`config.mk`:
```
export PLATFORM = sky130hd
export DESIGN_NAME = regfile_sb
export DESIGN_NICKNAME = d
export VERILOG_FILES = /design/src/rtl/regfile_sb.sv
export SDC_FILE = /design/constraint.sdc
export NUM_CORES = 1
export LEC_CHECK = 0
export CORE_UTILIZATION = 50
export CTS_CLUSTER_DIAMETER = 60
export DETAILED_ROUTE_END_ITERATION = 10
export PLACE_DENSITY = 0.88
export SLEW_MARGIN = 30
export SYNTH_ARGS = -nofsm -noshare
export SYNTH_HDL_FRONTEND = slang
export SYNTH_HIERARCHICAL = 1
export SYNTH_SLANG_ARGS = --single-unit
```
`constraint.sdc`:
```
create_clock -name clk -period 4.1 [get_ports clk]
set_input_delay 1.23 -clock clk [delete_from_list [all_inputs] [get_ports clk]]
set_output_delay 1.23 -clock clk [all_outputs]
set_load 0.05 [all_outputs]
```
`src/rtl/regfile_sb.sv`:
```
// regfile_sb: parametrised, scoreboarded register file.
//   Storage is one regfile_sb_entry per register, holding its data and its
//   pending bit. Reads are combinational with a same-cycle write bypass.
//   Pending bits are set on issue and cleared by the matching write. They
//   flag read-after-write and write-after-write hazards against units
//   that write back several cycles after issue.
// Ports:
//   clk, rst              clock, synchronous active-high reset
//   ra, rb / o_a, o_b     read ports (address in, data out), write-bypassed
//   we, wa, wd            write port; a write also clears the pending bit
//   iss_valid, iss_rd     issue; sets the pending bit of iss_rd
//   o_busy_a, o_busy_b    read register is pending (a same-cycle write un-busies it)
//   o_hazard              busy_a | busy_b | (iss_valid & pend[iss_rd])
//   o_pending, o_regs     stored pending bits and flat register export (no bypass)

module regfile_sb_entry #(
  parameter int WIDTH = 16
) (
  input  logic             clk,
  input  logic             rst,
  input  logic             wr_i,
  input  logic [WIDTH-1:0] wd_i,
  input  logic             iss_i,
  output logic [WIDTH-1:0] val_o,
  output logic             pend_o
);
  logic [WIDTH-1:0] val_q, val_d;
  logic             pend_q, pend_d;

  always_comb begin
    val_d  = val_q;
    pend_d = pend_q;
    if (wr_i) begin
      val_d  = wd_i;
      pend_d = 1'b0;
    end
    // An issue in the same cycle belongs to a newer instruction, so it wins.
    if (iss_i) pend_d = 1'b1;
  end

  always_ff @(posedge clk) begin
    if (rst) begin
      val_q  <= '0;
      pend_q <= 1'b0;
    end else begin
      val_q  <= val_d;
      pend_q <= pend_d;
    end
  end

  assign val_o  = val_q;
  assign pend_o = pend_q;
endmodule

module regfile_sb #(
  parameter  int WIDTH   = 16,
  parameter  int DEPTH   = 4,
  parameter  int ZERO_R0 = 0,
  localparam int AW      = $clog2(DEPTH)
) (
  input  logic                   clk,
  input  logic                   rst,
  input  logic [AW-1:0]          ra,
  input  logic [AW-1:0]          rb,
  output logic [WIDTH-1:0]       o_a,
  output logic [WIDTH-1:0]       o_b,
  input  logic                   we,
  input  logic [AW-1:0]          wa,
  input  logic [WIDTH-1:0]       wd,
  input  logic                   iss_valid,
  input  logic [AW-1:0]          iss_rd,
  output logic                   o_busy_a,
  output logic                   o_busy_b,
  output logic                   o_hazard,
  output logic [DEPTH-1:0]       o_pending,
  output logic [DEPTH*WIDTH-1:0] o_regs
);
  logic [DEPTH-1:0][WIDTH-1:0] regs;
  logic [DEPTH-1:0]            pend, wr_hit, iss_hit;

  genvar i;
  generate
    for (i = 0; i < DEPTH; i++) begin : g_ent
      // With ZERO_R0 the zero register is never written nor issued to, so
      // its storage stays at its reset value of 0 and it never goes pending.
      localparam bit LIVE = !((ZERO_R0 != 0) && (i == 0));

      assign wr_hit[i]  = LIVE && we        && (wa     == AW'(i));
      assign iss_hit[i] = LIVE && iss_valid && (iss_rd == AW'(i));

      regfile_sb_entry #(.WIDTH(WIDTH)) u_ent (
        .clk    (clk),
        .rst    (rst),
        .wr_i   (wr_hit[i]),
        .wd_i   (wd),
        .iss_i  (iss_hit[i]),
        .val_o  (regs[i]),
        .pend_o (pend[i])
      );

      assign o_regs[i*WIDTH +: WIDTH] = regs[i];
    end
  endgenerate

  logic hit_a, hit_b, zero_a, zero_b;

  always_comb begin
    hit_a  = we && (wa == ra);
    hit_b  = we && (wa == rb);
    zero_a = (ZERO_R0 != 0) && (ra == '0);
    zero_b = (ZERO_R0 != 0) && (rb == '0);

    o_a = zero_a ? '0 : (hit_a ? wd : regs[ra]);
    o_b = zero_b ? '0 : (hit_b ? wd : regs[rb]);

    // A result landing this cycle un-busies the read. The zero register
    // never pends, so its address needs no special case here.
    o_busy_a = pend[ra] & ~hit_a;
    o_busy_b = pend[rb] & ~hit_b;
    // Recomputed from state and inputs rather than from o_busy_*.
    o_hazard = (pend[ra] & ~hit_a) | (pend[rb] & ~hit_b) | (iss_valid & pend[iss_rd]);
  end

  assign o_pending = pend;
endmodule

```
## Word level (Yosys, flattened, before mapping)

Cells that the tools add are included.

- Bits in registers: 68
- Latch bits: 0
- Memory bits (writable): 0
- ROM bits: 0
- Input bits: 28
- Word-level logic and storage cells: 62
- Memories: 0

- $add $sub $neg: 0
- $mul: 0
- Divide/modulo/power cells: 0
- $lt $le $gt $ge: 3
- Equality and inequality tests: 8
- Shifts and indexed selects: 0
- Multiplexer cells: 20
- Bitwise operators: 7
- Reductions and logical operators: 16

Operator list:

| cell | count |
|---|---|
| $bmux W16 S2 | 2 |
| $mux W16 | 4 |
| $mux W1 | 11 |
| $logic_and A1 B1 Y1 | 10 |
| $lt A2 B3 Y1 const B | 3 |
| $eq A2 B2 Y1 const B | 4 |
| $reduce_bool A2 Y1 | 4 |
| $bmux W1 S2 | 3 |
| $eq A2 B1 Y1 const B | 2 |
| $eq A2 B2 Y1 | 2 |
| $logic_not A2 Y1 | 2 |
| $and A1 B1 Y1 | 3 |
| $not A1 Y1 | 2 |
| $or A1 B1 Y1 | 2 |

## Depth between registers and ports, before layout

- Depth after elaboration: 6
- Depth in mapped cells: 6

## Modules after synthesis

Netlist, hierarchy kept.

By module, submodules not included:

| module | instances | cells an instance | area each (um^2) | seq. area each (um^2) |
|---|---|---|---|---|
| regfile_sb_entry | 4 | 56 | 616.8 | 340.3 |
| regfile_sb | 1 | 97 | 1453.9 | 0.0 |

## Worst setup path after synthesis

Ideal clock, no wire load.

- Kind: input port to output port
- Start: in rb[1]
- End: out o_hazard
- Data arrival time: 2472 ps
- Required time: 2870 ps
- Setup slack: 398 ps
- Cell stages on the path: 5
- Path buffers: 2
- Cell sequence: buf_2 xnor2_1 nand3_2 buf_6 a221o_1

- Word-level cells in the longest chain between the ends: 6

RTL lines:

| item | RTL line | RTL |
|---|---|---|
| start: declaration | 64 | `input logic [AW-1:0] rb,` |
| branches (longest 3 deep; another with $bmux W1 S2) | -- |  |
| $and A1 B1 Y1 * | 121 | `o_hazard = (pend[ra] & ~hit_a) \| (pend[rb] & ~hit_b) \| (iss_valid & pend[iss_rd]);` |
| $or A1 B1 Y1 * (2 in series) | 121 |  |
| end: declaration | 74 | `output logic o_hazard,` |

Mark *: on every way between the ends. The select of a mux whose other input is x is not followed.

## Worst setup path in the final report

- Start: in rb[0]
- End: out o_b[4]

- Word-level cells in the longest chain between the ends: 3

RTL lines:

| item | RTL line | RTL |
|---|---|---|
| $bmux W16 S2 / $eq A2 B2 Y1 (equally long branches) | 114, 109 |  |
| $mux W16 (implied by the code) / $logic_and A1 B1 Y1 (equally long branches) | 114, 109 |  |
| $mux W16 * | 114 | `o_b = zero_b ? '0 : (hit_b ? wd : regs[rb]);` |
| end: declaration | 66 | `output logic [WIDTH-1:0] o_b,` |

Every way passes the cells marked *; elsewhere a longest branch is shown, timed or not. The select of a mux whose other input is x is not followed.

==> results.md <==
* Gpl congestion at 0.835
* Core area at 7410 um2
* Ratio of cells with drive above 1 in the final layout at 0.312
* Tot GR Track Use at 0.276
* WL/cell at 19.8 um
* Die H at 90.6 um
* Tmin final at 4.04 ns
* DP Area at 5450 um2
* Post-DRT Antenna Nets at 0
* Reg2Reg Depth at 2
* Crit Reg-Reg Startpoint: g_ent[3].u_ent/val_o[12]
* Biggest area consumer among synthesized cells: dfxtp_1
* Tightest Pin Transition at 0.700 ns
* Residual DRC at 0
* Maximum VDD drop at 0.229 mV
* Cell count after synthesis at 321
* Max_slew headroom at 0.533
* Xor and xnor fraction of the mapped netlist area at 0.00893
* Max Cap Violations at 0
* Die extent in x at 90.6 um
* IO Port Bufs at 130
* First-pass DRT Iterations at 4
* Final setup violating endpoints at 0
* Warning count from the yosys run at 6
* Post-DP HPWL at 7.73 mm
* Yosys cell types at 23
* H-tree depth reported by CTS at 3
* Reg2reg setup slack at 3.33 ns
* Yosys top cell area share at 0.347
* Slowest CP cell: mux4_2
* Simple-Gate Fraction of Synth Area at 0.0929
* Pin count of the biggest net entering global routing at 69
* Average size of a mapped cell at 12.2 um2
* Initial antenna violation count at 0
* CTS buffer count at 9
* Seq/Total Area, Yosys at 0.347
* Hold Path End: g_ent[2].u_ent/pend_o
* Setup WS post-layout at 0.0597 ns
* Worst setup SP type: primary input
* Yosys reg bits at 68
* CP max stage delay at 0.50 ns
* Worst Path Arrival at 2.81 ns
* Clock Tree Root: clkbuf_8
* Power density over the cells at 306 nW/um2
* I/O pins at 131
* Hold depth at 2
* Compound-gate portion of the synthesized area at 0.00766
* Critical path class: in2out
* Clk_skew at 0 ns
* Worst slack, placed at -0.179 ns
* Global-route wire length before repair at 17.8 mm
* Crit. End Element: output pin
* Proportion of synthesized area in mux cells at 0.474
* DIE AREA at 8200 um2
* Max Fanout on Critical Path at 5
* Post-synth net total at 349
* Finished Cell Area at 5660 um2
* Worst path required time at 2.87 ns
* Worst Hold Class: reg2reg
* Pleak at 0.00223 uW
* Grt total ovfl at 0
* CTS Sinks at 68
* DR vias/cell at 5.67
* Post-route clock period utilization at 0.985
* Status: complete, no violations
* Nets at 491
* Area grow syn2layout at 44.4%
* Clock tree buffer depth at 2
* DRT Wirelength at 11.2 mm
* RR Endpoint: g_ent[3].u_ent/val_o[12]
* First-iteration detailed-routing DRC count at 223
* CTS tree: yes
* Number of global-route vias before repair at 3,356
* Site Rows at 31
* Clk slew on worst S/H paths at 0.07 ns
* RSZ-0062 raised after global routing: false
* Final Slew Violations at 0
* Main combinational cell family by area after synthesis: multiplexers
* Vias at 3,216
* Post-Synthesis Cell Area at 3920 um2
* Antenna cells at 0
* Fmax at 0.248 GHz
* CTS Hold Buffers Added at 0
* Hold Fails Final Rpt at 0
* Largest cells by area after synthesis: dfxtp_1, mux4_2, mux2i_1, nor2_1, mux2_4
* Post-Synth Adder-Cell Area at 0
* Worst Min Path Start: g_ent[2].u_ent/pend_o
* # fillers at 472
* Skew-Pair Late Insertion Delay at 0.33 ns
* Critical-path cell list: dlygate4sd2_1 > buf_6 > buf_12 > mux4_2 > mux2_4 > buf_4
* Initial core utilization at 0.529
==> power by group <==
group | switching [uW] | internal [uW]
Combinational | 318 | 245
Sequential | 26.3 | 684
Clock | 245 | 217
Total | 589 | 1150
==> stage by stage <==
step	TNS, ns	hold WS [ns]	total power (uW)	cells	util
3_5_place_dp	-3.61	0.516	1280	550	0.736
5_1_grt	0	0.565	1800	567	0.765
6_report	0	0.536	1730	567	0.765
2_1_floorplan	0	0.717	1070	321	-
3_3_place_gp	-2.60	0.502	1270	550	0.736
4_1_cts	0	0.537	1740	567	0.764
==> worst max-delay path, delay by kind of cell <==
kind,cells,cell delay (ns)
buf+inv,4,0.79
mux,2,0.79
==> synth_stat cells <==
cell,instances
a21oi_1,4
a221o_1,1
and2_1,3
and3_1,2
and3b_1,2
buf_12,4
buf_2,7
buf_4,1
buf_6,10
clkbuf_2,4
dfxtp_1,68
inv_1,4
mux2_2,16
mux2_4,16
mux2i_1,64
mux4_1,3
mux4_2,32
nand2_1,2
nand2b_1,4
nand3_2,2
nor2_1,66
nor3b_1,2
xnor2_1,4
==> how the worst max path moves through the flow <==
| stage | start | endpoint | slack [ns] |
|---|---|---|---|
| floorplan | rb[1] | o_hazard | 0.40 |
| global placement | rb[0] | o_b[11] | -0.13 |
| detailed placement | ra[0] | o_a[12] | -0.18 |
| CTS | iss_rd[0] | o_hazard | 0.009 |
| global route | wa[1] | o_a[9] | 0.03 |
| finish | rb[0] | o_b[4] | 0.06 |
==> area by class of cell <==
type / count / area [um2] / share of cell area
Sequential cell: 68 / 1360 / 0.240
Inverter: 4 / 15.0 / 0.00265
Timing Repair Buffer: 157 / 1710 / 0.301
Multi-Input combinational cell: 223 / 2300 / 0.406
Clock inverter: 5 / 28.8 / 0.00508
Tap cell: 99 / 124 / 0.0219
Clock buffer: 11 / 131 / 0.0232
==> registers in the layout (all words and copies together), names as in the netlist <==
signal / cells
g_ent.u_ent/val_o: 64
g_ent.u_ent/pend_o: 4
==> per-layer routing <==
metal  wire length, um  track usage  vias to the layer above
met3               540       0.0421                       29
li1                  -            -                     1455
met1              4500        0.330                     1592
met4               346        0.136                        0
met2              5860        0.480                      140
met5                 0            0                        -
==> cell families (layout without fill, tap and decap cells) <==
logic type	count (synthesis)	count (layout)
AND/OR/NAND/NOR	83	83
AO/OA/AOI/OAI	5	5
multiplexers	131	131
XOR/XNOR	4	4
buffers and inverters	30	177
flip-flops	68	68
==> layout by cell type, fill, tap and decap left out, types with 3 or more instances in the layout <==
master / instances
clkbuf_8: 9
mux2_2: 16
buf_12: 20
mux2i_1: 64
clkdlybuf4s50_1: 90
xnor2_1: 4
and2_1: 3
mux4_1: 3
clkinv_2: 4
inv_1: 4
nand2b_1: 4
buf_4: 38
dfxtp_1: 68
mux4_2: 32
a21oi_1: 4
mux2_4: 16
nor2_1: 65
==> what timing repair did <==
action	in CTS	in global routing
gates resized for setup	9	3
endpoints found under the setup margin	34	1
gates cloned	1	0
endpoints found under the hold margin	0	0
buffers inserted	0	0
Power figures use the tool's default switching activity.
